===== src/rtl/loopback_bist.sv =====
// Loopback BIST: an LFSR payload is serialised into the modulator and received bytes are checked against a local copy.
// Optional macro BIST_FIRST_ERR_EN adds first-mismatch capture outputs (first_err_*).
module loopback_bist #(
  parameter int         PAYLOAD_BYTES  = 23,
  parameter int         NUM_PACKETS    = 4,
  parameter logic [7:0] LFSR_SEED      = 8'hA5,
  parameter int         TIMEOUT_CYCLES = 1000000,
  parameter int         ERR_WIDTH      = 16,
  localparam int        TOTAL_BYTES    = PAYLOAD_BYTES * NUM_PACKETS,
  localparam int        IDX_W          = (TOTAL_BYTES > 1) ? $clog2(TOTAL_BYTES) : 1
) (
  input  logic                 clock,
  input  logic                 reset,
  input  logic                 start,
  input  logic                 ser_next,
  input  logic                 rx_valid,
  input  logic [7:0]           rx_byte,
  output logic                 ser_signal,
  output logic                 mod_enable,
  output logic                 busy,
  output logic                 done,
  output logic                 pass,
  output logic                 timeout,
  output logic [ERR_WIDTH-1:0] error_count,
  output logic [1:0]           state_dbg
`ifdef BIST_FIRST_ERR_EN
  ,
  output logic                 first_err_valid,
  output logic [IDX_W-1:0]     first_err_index,
  output logic [7:0]           first_err_expected,
  output logic [7:0]           first_err_received
`endif
);

  localparam int BYTE_W = (PAYLOAD_BYTES > 1) ? $clog2(PAYLOAD_BYTES) : 1;
  localparam int PKT_W  = (NUM_PACKETS > 1) ? $clog2(NUM_PACKETS) : 1;
  localparam int CNT_W  = $clog2(TOTAL_BYTES + 1);
  localparam int IDLE_W = $clog2(TIMEOUT_CYCLES + 1);

  typedef enum logic [1:0] {
    S_IDLE = 2'd0,
    S_RUN  = 2'd1,
    S_DONE = 2'd2
  } state_t;

  state_t              state_q, state_d;
  logic [7:0]          tx_lfsr, rx_lfsr;
  logic [2:0]          bit_idx;
  logic [BYTE_W-1:0]   byte_idx;
  logic [PKT_W-1:0]    pkt_idx;
  logic [CNT_W-1:0]    rx_count;
  logic [IDLE_W-1:0]   idle_cnt;
  logic [ERR_WIDTH-1:0] err_next;

  logic run, tx_fire, rx_fire, mismatch, rx_last, idle_hit;
  logic byte_wrap, pkt_wrap, tx_last;

  function automatic logic [7:0] lfsr_step(input logic [7:0] v);
    return {v[6:0], v[7] ^ v[5] ^ v[4] ^ v[3]};
  endfunction

  // ser_next and rx_valid are single-cycle strobes with no backpressure: each
  // high cycle in RUN is exactly one transfer, both may coincide, none is ever stalled.
  assign run       = (state_q == S_RUN);
  assign tx_fire   = run && mod_enable && ser_next;
  assign rx_fire   = run && rx_valid;
  assign mismatch  = rx_fire && (rx_byte != rx_lfsr);
  assign err_next  = (mismatch && (error_count != {ERR_WIDTH{1'b1}}))
                     ? error_count + ERR_WIDTH'(1) : error_count;
  assign rx_last   = rx_fire && (rx_count == CNT_W'(TOTAL_BYTES - 1));
  assign idle_hit  = run && !ser_next && !rx_valid && (idle_cnt == IDLE_W'(TIMEOUT_CYCLES - 1));
  assign byte_wrap = (byte_idx == BYTE_W'(PAYLOAD_BYTES - 1));
  assign pkt_wrap  = (pkt_idx == PKT_W'(NUM_PACKETS - 1));
  assign tx_last   = tx_fire && (bit_idx == 3'd7) && byte_wrap && pkt_wrap;

  // ~bit_idx selects bit 7-bit_idx, so the byte leaves MSB first.
  assign ser_signal = mod_enable ? tx_lfsr[~bit_idx] : 1'b0;
  assign state_dbg  = state_q;

  always_ff @(posedge clock or posedge reset) begin
    if (reset) state_q <= S_IDLE;
    else       state_q <= state_d;
  end

  always_comb begin
    state_d = state_q;
    case (state_q)
      S_IDLE, S_DONE: if (start) state_d = S_RUN;
      S_RUN:          if (rx_last || idle_hit) state_d = S_DONE;
      default:        state_d = S_IDLE;
    endcase
  end

  always_ff @(posedge clock or posedge reset) begin
    if (reset) begin
      tx_lfsr     <= LFSR_SEED;
      rx_lfsr     <= LFSR_SEED;
      bit_idx     <= '0;
      byte_idx    <= '0;
      pkt_idx     <= '0;
      rx_count    <= '0;
      idle_cnt    <= '0;
      error_count <= '0;
      mod_enable  <= 1'b0;
      busy        <= 1'b0;
      done        <= 1'b0;
      pass        <= 1'b0;
      timeout     <= 1'b0;
    end else if (start && !run) begin
      tx_lfsr     <= LFSR_SEED;
      rx_lfsr     <= LFSR_SEED;
      bit_idx     <= '0;
      byte_idx    <= '0;
      pkt_idx     <= '0;
      rx_count    <= '0;
      idle_cnt    <= '0;
      error_count <= '0;
      mod_enable  <= 1'b1;
      busy        <= 1'b1;
      done        <= 1'b0;
      pass        <= 1'b0;
      timeout     <= 1'b0;
    end else if (run) begin
      if (tx_fire) begin
        bit_idx <= bit_idx + 3'd1;
        if (bit_idx == 3'd7) begin
          tx_lfsr  <= lfsr_step(tx_lfsr);
          byte_idx <= byte_wrap ? '0 : byte_idx + BYTE_W'(1);
          if (byte_wrap) pkt_idx <= pkt_wrap ? '0 : pkt_idx + PKT_W'(1);
        end
        if (tx_last) mod_enable <= 1'b0;
      end
      if (rx_fire) begin
        error_count <= err_next;
        rx_lfsr     <= lfsr_step(rx_lfsr);
        rx_count    <= rx_count + CNT_W'(1);
      end
      idle_cnt <= (ser_next || rx_valid) ? '0 : idle_cnt + IDLE_W'(1);
      // pass reflects the error count including the final byte's compare.
      if (rx_last) begin
        done       <= 1'b1;
        busy       <= 1'b0;
        pass       <= (err_next == '0);
        mod_enable <= 1'b0;
      end
      if (idle_hit) begin
        timeout    <= 1'b1;
        done       <= 1'b1;
        pass       <= 1'b0;
        busy       <= 1'b0;
        mod_enable <= 1'b0;
      end
    end
  end

`ifdef BIST_FIRST_ERR_EN
  always_ff @(posedge clock or posedge reset) begin
    if (reset) begin
      first_err_valid    <= 1'b0;
      first_err_index    <= '0;
      first_err_expected <= '0;
      first_err_received <= '0;
    end else if (start && !run) begin
      first_err_valid    <= 1'b0;
      first_err_index    <= '0;
      first_err_expected <= '0;
      first_err_received <= '0;
    end else if (mismatch && !first_err_valid) begin
      first_err_valid    <= 1'b1;
      first_err_index    <= IDX_W'(rx_count);
      first_err_expected <= rx_lfsr;
      first_err_received <= rx_byte;
    end
  end
`endif

endmodule


===== config.mk =====
export PLATFORM = sky130hd
export DESIGN_NAME = loopback_bist
export DESIGN_NICKNAME = d
export VERILOG_FILES = /design/src/rtl/loopback_bist.sv
export SDC_FILE = /design/constraint.sdc
export NUM_CORES = 1
export LEC_CHECK = 0
export CELL_PAD_IN_SITES_DETAIL_PLACEMENT = 0
export CELL_PAD_IN_SITES_GLOBAL_PLACEMENT = 1
export CORE_MARGIN = 5
export CORE_UTILIZATION = 31
export CTS_CLUSTER_SIZE = 28
export DETAILED_ROUTE_END_ITERATION = 8
export GPL_TIMING_DRIVEN = 0
export PLACE_DENSITY_LB_ADDON = 0.1
export SYNTH_ARGS = -nofsm -noshare
export SYNTH_HDL_FRONTEND = slang
export SYNTH_SLANG_ARGS = --single-unit

===== constraint.sdc =====
create_clock -name clock -period 3.82 [get_ports clock]
set_input_delay 1.146 -clock clock [delete_from_list [all_inputs] [get_ports clock]]
set_output_delay 1.146 -clock clock [all_outputs]
set_load 0.05 [all_outputs]

==> reports/summary.md, run 1 <==
Fill cells in the final layout number 1343. For the final hold violation count, the log shows 0. Hold path startpoint: pkt_idx[0].

Static timing analysis puts the maximum clock frequency at 295 MHz. The share of flip-flops with an asynchronous set or reset is 100%. In the synthesized netlist, the number of instances is 441. In this run, synthesis inferred 0 flip-flops with an integrated enable.

The run gives 37 as the count of boundary I/O pins. The routability congestion estimate is 0.757. The reg-to-reg critical path startpoint was error_count[0]. The synthesis warning total was 0; the post-CTS resize count was 0. Dividing the detail-routed wire length by the instance count gives 15.9 um. The horizontal die dimension works out to 125 um.

Sorting the synthesized cells by area gives the leading types as sky130_fd_sc_hd__dfrtp_1 41%, sky130_fd_sc_hd__nand2_1 6.3%, sky130_fd_sc_hd__o21ai_0 6.0%, sky130_fd_sc_hd__dfstp_2 5.1%, sky130_fd_sc_hd__xor2_1 4.1%. The tools report the detailed placement HPWL as 7480 um. TritonCTS built the clock tree. The total area inside the core boundary comes to 13100 um2.

Across the VDD grid, the largest voltage drop is 269 uV. The final critical path time including I/O delays and setup came out at 3390 ps. The first routing iteration left 205 violations. Length of the first detailed-routing pass in iterations: 4. The launching element type of the critical path was a register. Measured on the finished design, the core utilization comes to 38.3%.

In this run the post-CTS setup repair buffer count came out at 0. The final layout contains routed wiring with a total length of 10600 um. The area of the multi-input gates was 2080 um2. Of the cells placed in the final design, the portion with a size suffix greater than 1 is 10.3%. Relative to the synthesized area, the layout overhead comes to 22.5%. The tree is rooted in a sky130_fd_sc_hd__clkbuf_16.

The biggest area contributor in the post-synthesis netlist is sky130_fd_sc_hd__dfrtp_1. The run gives 2 as the largest buffer count on any clock path. The die covers 15700 um2. The worst-case setup slack after placement was 274 ps; the area taken by flip-flops and latches was 1910 um2. In this run the worst hold path is classified as reg2reg. The number of global-route vias before repair was 3408; the data arrival time of the critical path was 2240 ps. The maximum number of pins on one net before global-route repair came out at 64. After detailed routing, the number of remaining DRC violations is 0.

Starting utilization of the core area: 31.3%. The total count of max-transition violations in the final report is 0. The critical path is of the reg2out type. The cell leakage power came out at 2.08 nW.

The clock transition at the registers of the reported paths works out to 70 ps. Hold is met by 496 ps. The initial antenna violation count was 0; the largest fanout on the critical path was 4. 0 antenna diodes ended up in the layout. The detail route stage leaves a number of antenna-violating nets equal to 0.

Total global routing track utilization: 14.3%. The tools report the critical path required time as 2670 ps. The total design power is 2.73 mW. The power density over the cells is 543 nW/um2. Traced cell by cell, the critical path runs through mux4_2, mux2i_1, nor2b_1, clkdlybuf4s50_1.

The tools report the number of failing setup endpoints in the final timing report as 0. Setup repair after global routing left no endpoint under its margin. The number of nets handed over by synthesis was 462.

The run gives 0 as the hold buffer count at cts. For the aggregate global routing overflow, the log shows 0. The quantity of I/O buffers inserted on ports works out to 36. The CTS H-tree depth was 3; the worst-case headroom to the max-slew limit was 44.7%. The run finished with clean final reports. With fillers left out, the area of the finished cells amounts to 5030 um2.

The cell count of the worst hold path was 1; the slack of the worst reg-to-reg path was 1180 ps. Measured along the y axis, the die boundary spans 125 um. Across the routed clock network, the largest skew measured is 9.78 ps. The tool flagged a number of max-cap violations equal to 0. After detailed routing, the number of vias per cell comes to 5.06. After floorplanning, the core was divided into 42 placement rows. The routed layout has 3393 vias. Area fraction of the dominant cell type after synthesis: 41.4%. The post-route clock period utilization was 88.6%. The worst reg-to-reg path cell count was 9.

The endpoint identified for the worst register-to-register timing path is pass. In this run, synthesis produced a sequential element count of 76. The first-pass GRT wire length came out at 18100 um. For this design, the slowest cell found on the critical path is sky130_fd_sc_hd__clkdlybuf4s50_1. The number of sinks handled by clock tree synthesis was 76; the largest stage delay on the critical path was 700 ps.

Of the synthesized area, sequential elements account for 46.5%. For this run, the leading register cell type out of synthesis is sky130_fd_sc_hd__dfrtp_1. The worst setup path is captured at a primary output. The post-synth design cell area was 4110 um2; the TritonCTS buffer count was 9. Slew of the pin with the lowest slew margin: 826 ps. The final layout contains 510 nets. The synthesized area per cell is 9.31 um2. For hold timing, the worst endpoint is pkt_idx[0]. The worst-case setup margin in the final layout is 434 ps, and the clock latency reported for the late side of the worst-skew pair is 340 ps. Once placement finished, the instance area stood at 4720 um2. Synthesis instantiated 53 different standard cells from the library.
critical path: cells and delay by family, from the launching register on:
kind	cells	cell delay, ps
multiplexers	2	700
buffers and inverters	1	700
flip-flops	1	450
AND/OR/NAND/NOR	1	60
metal layers:
| metal | global-route usage, % | wire length, um | up-vias |
|---|---|---|---|
| met4 | 5.04 | 174 | 0 |
| met1 | 19.2 | 5140 | 1671 |
| met2 | 23.0 | 4950 | 40 |
| li1 | - | - | 1670 |
| met5 | 0 | 0 | - |
| met3 | 2.77 | 368 | 12 |
logic make-up after synthesis:
family	after synthesis	synth area share, %
buffers and inverters	28	2.89
xor gates and xnor gates	35	7.46
AOI/OAI and AO/OA	89	13.4
adders and majority gates	8	2.44
muxes	10	3.05
DFF	76	46.5
and+or+nand+nor	195	24.2
flip-flops by register name (all words and copies together), names as in the netlist:
| signal | cells |
|---|---|
| idle_cnt | 20 |
| error_count | 16 |
| rx_lfsr | 8 |
| tx_lfsr | 8 |
| rx_count | 7 |
| byte_idx | 5 |
| bit_idx | 3 |
| pkt_idx | 2 |
| state_dbg | 2 |
| busy | 1 |
| done | 1 |
| mod_enable | 1 |
| pass | 1 |
| timeout | 1 |
cell usage in the layout (no fill, tap or decap), drive strengths merged, types with 3 or more instances in the layout:
cell type	count
a21oi	7
a22o	6
a31oi	3
and2	4
and3	7
and4	4
buf	7
clkbuf	23
clkdlybuf4s50	36
clkinv	3
dfrtp	68
dfstp	8
ha	8
inv	11
mux2i	8
nand2	70
nand3	29
nand4	17
nor2	35
nor3	7
nor3b	3
nor4	6
o21ai	53
o31ai	5
xnor2	16
xor2	19
worst max-delay path by stage:
stage	startpoint	slack (ps)	endpoint
finish	bit_idx[0]	430	ser_signal
CTS	bit_idx[0]	410	ser_signal
global placement	reset	-830	tx_lfsr[3]
detailed placement	rx_byte[4]	270	pass
global route	bit_idx[0]	360	ser_signal
floorplan	reset	750	bit_idx[0]
power breakdown:
part	switching [mW]	internal, mW
logic	0.528	0.284
clock network	0.357	0.543
registers	0.115	0.907
total	1.00	1.73
cell type report:
class	count	area share, %
clock inverter	5	1.14
timing repair buffer	37	7.71
buffer	18	1.62
multi-input combinational	337	41.4
clock buffer	11	5.02
tap	176	4.37
sequential	76	38.0
inverter	10	0.795
cells in the mapped netlist, drive strengths merged, types with 2 or more instances:
master   n
and2     4
a21o     2
buf      6
ha       8
a21oi    7
a31o     2
dfstp    8
nor3     7
o41ai    2
nand3   29
nand3b   2
a31oi    3
nand2   70
nand4   17
xnor2   16
a211oi   2
o31ai    5
and4     4
dfrtp   68
o21ai   53
or4      2
nor2b    2
nor3b    3
clkbuf  12
mux4     2
o211ai   2
inv     10
nand4b   2
mux2i    8
and3     7
a22o     6
nor4     6
xor2    19
nor2    35
stage by stage:
stage / instances / setup TNS [ps]
2_1_floorplan: 441 / 0
3_3_place_gp: 653 / -55890
3_5_place_dp: 654 / 0
4_1_cts: 670 / 0
5_1_grt: 670 / 0
6_report: 670 / 0
(Power assumes the default switching activity.)
==> run 2: changes to the inputs <==
MAX_ROUTING_LAYER = met4   (was not set)
==> run 2 against run 1 <==
Effect of this change: count of clock-buffer cells in the layout did not move; worst setup slack about the same; register-to-register slack hardly changed; critical endpoint unchanged.
==> reports/summary.md, run 2 (synthesized netlist as in run 1, its figures left out) <==
The worst setup path is launched from a register. Slew of the pin with the lowest slew margin: 823 ps (-2.20 ps). Number of sinks handled by clock tree synthesis: 76 (unchanged). The tools report the final net count as 510 (unchanged). Setup repair after global routing left no endpoint under its margin. The clock transition at the registers of the reported paths works out to 70 ps (about the same). Fraction of final layout cells sized beyond drive strength 1: 10.3% (unchanged). The post-route clock period utilization was 88.6% (about the same); the critical path required time was 2670 ps (about the same). Quantity of I/O buffers inserted on ports: 36 (unchanged).

The library cells used most frequently in the layout, excluding fill and tap cells, are 69 x sky130_fd_sc_hd__nand2_1, 68 x sky130_fd_sc_hd__dfrtp_1, 49 x sky130_fd_sc_hd__o21ai_0. The run gives 3407 (-0.029%) as the number of global-route vias before repair. The TritonCTS buffer count was 9 (unchanged). The run gives 654 (unchanged) as the total instance count after detailed placement.

First-pass GRT wire length: 18100 um (about the same). Number of core rows: 42 (unchanged). The path class of the tightest hold or removal check is reg2reg.

The tools report the area of the core region as 13100 um2 (unchanged). The routability congestion estimate is 0.766 (+1.3%). Total number of vias: 3383 (-0.29%). The tools report the starting utilization of the core area as 31.3% (unchanged). The number of routed nets with antenna violations is 0 (unchanged).

Growth of design area from synthesis to finish: 22.5% (unchanged). The aggregate global routing overflow came out at 0 (unchanged). The register name with the most flops is idle_cnt. For the number of fillers in the final layout, the log shows 1343 (unchanged).

For the relative contribution of the clock network to total power, the log shows 32.9% (about the same). For the worst-case setup slack after placement, the log shows 274 ps (unchanged). The logs give 670 (unchanged) for the final standard cell count with taps included and fillers excluded and 0 (unchanged) for the number of post-CTS setup repair buffers.

The peak ir drop on the vdd network came out at 270 uV (+0.40%). The horizontal die dimension works out to 125 um (unchanged). The logs give 2240 ps (about the same) for the data arrival time of the critical path and 38.3% (unchanged) for the utilization of the core after routing. The maximum number of pins on one net before global-route repair was 64 (unchanged). For the internal power summed over all cells, the log shows 1.73 mW (about the same). The switching share of power came out at 36.6% (about the same). The type of element capturing the critical path was a primary output. The worst-case headroom to the max-slew limit is 44.8% (+0.15 points), and the die outline area is 15700 um2 (unchanged). Number of failing setup endpoints in the final timing report: 0 (unchanged). The remaining routing DRC violations is 0 (unchanged), and the total design power is 2.74 mW (about the same).

The portion of total power attributed to combinational logic was 29.7% (about the same). Clock latency reported for the late side of the worst-skew pair: 340 ps (about the same). The flow ran to the end, and the final reports show no timing, DRC or antenna violations.

The cell leakage power was 2.08 nW (unchanged). The power density over the cells was 544 nW/um2 (about the same); the number of flip-flops in the largest register was 20 (unchanged). For the sequential share of power, the log shows 37.4% (about the same). The initial antenna violation count is 0 (unchanged).

The chip height works out to 125 um (unchanged). For the number of maximum-capacitance violations, the log shows 0 (unchanged). The antenna diode count was 0 (unchanged). TritonCTS built the clock tree.

The tools report the count of boundary I/O pins as 37 (unchanged). The largest registers in the layout are idle_cnt (20), error_count (16). The wire length per cell works out to 15.9 um (+0.10%). The tree is rooted in a sky130_fd_sc_hd__clkbuf_16.

The run gives 14.7% (+0.44 points) as the total global routing track utilization. The final critical path time including I/O delays and setup works out to 3390 ps (-0.293 ps). The tools report the detailed placement HPWL as 7480 um (unchanged). Final clock skew: 10.5 ps (+0.706 ps). The logs give 214 (+4.4%) for the number of violations reported at the end of detailed-routing iteration 0 and 0 (unchanged) for the total count of max-transition violations in the final report.

For the final instance area, the log shows 5030 um2 (unchanged). The net switching power is 1.00 mW (+0.14%), and the detail-routed via count per cell is 5.05 (-0.29%). The tools report the placed cell area as 4720 um2 (unchanged). The worst setup path is of the reg2out kind. The post-CTS resize count came out at 0 (unchanged).

Length of the first detailed-routing pass in iterations: 4 (unchanged). For the CTS H-tree depth, the log shows 3 (unchanged). The total wire length is 10600 um (+0.10%), and the final sum of negative setup slack is 0 ps (unchanged). The highest clock frequency the design can meet was 295 MHz (about the same). Worst-case setup margin in the final layout: 435 ps (+0.293 ps).

Leaving out fill and tap cells, the most frequent cell in the layout is sky130_fd_sc_hd__nand2_1. Final-layout worst hold slack: 496 ps (+0.00900 ps). The largest buffer count on any clock path is 2 (unchanged), and the hold buffer count at cts is 0 (unchanged). The final hold violation count came out at 0 (unchanged). The largest fanout on the critical path was 4 (unchanged).
==> run 2: worst paths after layout <==
check / start / endpoint / slack, ps / depth (start not counted)
max: bit_idx[0] / ser_signal / 430 / 4
min: pkt_idx[0] / pkt_idx[0] / 500 / 1
max reg2reg: error_count[0] / pass / 1180 / 9
min reg2reg: pkt_idx[0] / pkt_idx[0] / 500 / 1
max in group asynchronous: reset / tx_lfsr[7] / 2100 / 3
min in group asynchronous: reset / error_count[11] / 1090 / 2
==> run 2: critical path, cell delays in order (launching register included) <==
cell,delay [ps]
sky130_fd_sc_hd__dfrtp_1,450
sky130_fd_sc_hd__mux4_2,540
sky130_fd_sc_hd__mux2i_1,160
sky130_fd_sc_hd__nor2b_1,60
sky130_fd_sc_hd__clkdlybuf4s50_1,700
==> run 2: cell type report <==
cell class / count / area, um2 / share of cell area, %
multi-input cells: 337 / 2080 / 41.4
flip-flops and latches: 76 / 1910 / 38.0
repair buffers: 37 / 388 / 7.71
clock buffers: 11 / 253 / 5.02
well taps: 176 / 220 / 4.37
plain buffers: 18 / 81.3 / 1.62
clock inverters: 5 / 57.6 / 1.14
inverters: 10 / 40.0 / 0.795
==> run 2: power by group through the flow <==
| stage | sequential (mW) | clock [mW] | combinational (mW) |
|---|---|---|---|
| global route | 1.04 | 0.958 | 0.895 |
| detailed placement | 1.04 | 0 | 0.828 |
| floorplan | 1.13 | 0 | 0.442 |
| CTS | 1.02 | 0.925 | 0.831 |
| finish | 1.02 | 0.900 | 0.814 |
| global placement | 1.04 | 0 | 0.816 |
==> run 2: routing by layer <==
layer / GRT usage [%] / vias up / routed length, um
met5: - / - / 0
met4: 5.04 / 0 / 174
met3: 2.60 / 12 / 306
met2: 23.0 / 40 / 4960
met1: 19.3 / 1663 / 5200
li1: - / 1668 / -
==> run 3: changes to the inputs <==
CORE_UTILIZATION = 45   (was 31)
SKIP_CTS_REPAIR_TIMING = 1   (was not set)
==> run 3 against run 2 <==
Effect of this change: fmax decreased by 1.8%; die area decreased by 29%; count of clock-buffer cells in the layout decreased by 1; register-to-register slack about the same; first-iteration DRC count decreased by 60%; non-clock buffer count unchanged; global-route usage increased by 4.7 points; hold slack got worse by 1.8 ps; largest cell class unchanged; largest power group unchanged; highest routed layer unchanged.
==> reports/summary.md, run 3 (synthesized netlist as in run 1, its figures left out) <==
The flow ran to the end, and the final reports show no timing, DRC or antenna violations. The slew of the pin with the lowest slew margin was 1230 ps (+410 ps); the number of sinks handled by clock tree synthesis was 76 (unchanged). The worst-case setup margin in the final layout was 372 ps (-62.2 ps); the sequential share of power was 41.6% (+4.2 points). The cell count of the worst hold path was 2 (+1); the cell leakage power was 2.01 nW (-3.5%). The die outline area was 11100 um2 (-29%); the routability congestion estimate was 0.797 (+4.0%). For the placed cell area, the log shows 4630 um2 (-1.8%).

Family with the most delay on the worst path: multiplexers. Compared with the post-synthesis result, the final layout area differs by 17.5%. The clock latency reported for the late side of the worst-skew pair came out at 350 ps (about the same). Setup repair after global routing left no endpoint under its margin. Final standard cell count with taps included and fillers excluded: 602 (-10%).

Leaving out fill and tap cells, the most frequent cell in the layout is sky130_fd_sc_hd__nand2_1. The quantity of I/O buffers inserted on ports is 36 (unchanged), and the worst reg-to-reg path cell count is 9 (unchanged). Final-layout worst hold slack: 494 ps (-1.77 ps). The clock transition at the registers of the reported paths was 80 ps (about the same). The critical path is of the reg2out type. Post-route clock period utilization: 90.3% (+1.6 points). The chip height is 106 um (-16%). Number of violations reported at the end of detailed-routing iteration 0: 86 (-60%). The antenna diode count was 0 (unchanged). The logs give 0 (unchanged) for the number of failing setup endpoints in the final timing report and 34 (-19%) for the number of core rows.

The run gives 0 ps (unchanged) as the final sum of negative setup slack. STA classifies the critical path endpoint as a primary output. The switching share of power is 38.7% (+2.1 points), and the largest buffer count on any clock path is 2 (unchanged).

The run gives 25.0% (-7.9 points) as the relative contribution of the clock network to total power. The register name with the most flops was idle_cnt. The number of flip-flops in the largest register was 20 (unchanged). The largest registers in the layout are idle_cnt (20), error_count (16). The length of the first detailed-routing pass in iterations came out at 4 (unchanged). The portion of total power attributed to combinational logic came out at 33.3% (+3.6 points). For the net switching power, the log shows 0.940 mW (-6.2%). The number of routed nets with antenna violations was 0 (unchanged). The path class of the tightest hold or removal check is reg2reg. The logs give 12.7 ps (+2.23 ps) for the final clock skew and 2.43 mW (-11%) for the total design power. For the CTS H-tree depth, the log shows 3 (unchanged). TritonCTS built the clock tree. The peak ir drop on the vdd network is 198 uV (-27%), and the power density over the cells is 504 nW/um2 (-7.3%). The critical path required time came out at 2670 ps (about the same). Leaving out fill and tap cells, the most frequent cells in the layout are 69 x sky130_fd_sc_hd__nand2_1, 68 x sky130_fd_sc_hd__dfrtp_1, 49 x sky130_fd_sc_hd__o21ai_0.

The detailed placement HPWL was 6980 um (-6.7%); the TritonCTS buffer count was 9 (unchanged). The endpoint identified for the worst register-to-register timing path is pass. The logs give 37 (unchanged) for the count of boundary I/O pins and 0 (unchanged) for the final hold violation count. The final critical path time including I/O delays and setup is 3450 ps (+62.2 ps), and the starting utilization of the core area is 46.6% (+15 points). The highest clock frequency the design can meet is 290 MHz (-1.8%).

For the utilization of the core after routing, the log shows 54.8% (+16 points). The detail-routed via count per cell is 5.58 (+11%), and the aggregate global routing overflow is 0 (unchanged). The worst-case headroom to the max-slew limit is 17.1% (-28 points), and the wire length per cell is 16.2 um (+1.8%). Largest stage delay on the critical path: 700 ps (about the same). The critical path goes through mux4_2, mux2i_1, nor2b_1, clkdlybuf4s50_1. The launching element type of the critical path was a register. Total wire length: 9740 um (-8.5%). The first-pass GRT wire length came out at 17100 um (-5.9%). The final net count was 510 (unchanged).

The largest fanout on the critical path was 4 (unchanged); the critical path buffer and inverter count was 1 (unchanged). For hold timing, the worst endpoint is tx_lfsr[2]. The fraction of final layout cells sized beyond drive strength 1 is 9.92% (-0.40 points). The number of global-route vias before repair was 3368 (-1.1%). The total number of vias was 3359 (-0.71%).

The data arrival time of the critical path is 2300 ps (+60 ps), and the total instance count after detailed placement is 586 (-10%). The cell with the largest stage delay on the worst path was sky130_fd_sc_hd__clkdlybuf4s50_1. The number of maximum-capacitance violations is 0 (unchanged).

For the worst-case setup slack after placement, the log shows 194 ps (-79.9 ps). The horizontal die dimension came out at 106 um (-16%). For the initial antenna violation count, the log shows 0 (unchanged). The tools report the slack of the worst reg-to-reg path as 1190 ps (about the same). In this run the most critical hold path is launched from tx_lfsr[2]. The worst register-to-register path begins at error_count[0].

The maximum number of pins on one net before global-route repair was 64 (unchanged); the total count of max-transition violations in the final report was 0 (unchanged). The tree is rooted in a sky130_fd_sc_hd__clkbuf_8. The number of fillers in the final layout came out at 836 (-38%).

The internal power summed over all cells is 1.49 mW (-14%). The area of the core region came out at 8810 um2 (-33%). The logs give 19.4% (+4.7 points) for the total global routing track utilization and 0 (unchanged) for the remaining routing DRC violations. Final instance area: 4830 um2 (-4.1%).
## run 3: cell type report
cell class | instances | area [um2] | area share [%]
multi-input cells | 337 | 2080 | 43.0
flip-flops and latches | 76 | 1910 | 39.6
repair buffers | 37 | 388 | 8.04
well taps | 108 | 135 | 2.80
clock buffers | 10 | 128 | 2.64
plain buffers | 18 | 81.3 | 1.69
clock inverters | 6 | 65.1 | 1.35
inverters | 10 | 40.0 | 0.830
## run 3: how the worst max path moves through the flow
stage                from           to  slack (ps)  cells past startpoint
4_1_cts        bit_idx[0]   ser_signal         330                      4
3_3_place_gp        reset  byte_idx[3]        -680                      2
6_report       bit_idx[0]   ser_signal         370                      4
5_1_grt        bit_idx[0]   ser_signal         260                      4
3_5_place_dp     rx_valid         pass         190                      9
2_1_floorplan       reset   bit_idx[0]         750                      1
## run 3: per-layer routing
layer	track usage (%)	part of all wire [%]	vias to the layer above
met3	3.97	3.3	10
met1	26.8	49	1634
met5	-	0	-
met2	29.8	47	44
li1	-	-	1671
met4	4.16	1.0	0
## run 3: power by group through the flow
stage               Clock (mW)  Sequential (mW)  Combinational (mW)
detailed placement           0             1.03               0.821
CTS                      0.627             1.01               0.824
finish                   0.609             1.01               0.810
global route             0.670             1.03               0.880
floorplan                    0             1.13               0.442
global placement             0             1.03               0.805
## run 3: worst register-to-register path: stages, from the launching register on
cell and delay, ps:
sky130_fd_sc_hd__dfrtp_1 460, sky130_fd_sc_hd__ha_1 220, sky130_fd_sc_hd__buf_2 160, sky130_fd_sc_hd__nand3_1 140, sky130_fd_sc_hd__and4bb_4 250, sky130_fd_sc_hd__a211oi_4 300
sky130_fd_sc_hd__nand4_1 260, sky130_fd_sc_hd__mux2i_1 290, sky130_fd_sc_hd__o2111ai_1 210, sky130_fd_sc_hd__o31ai_2 260
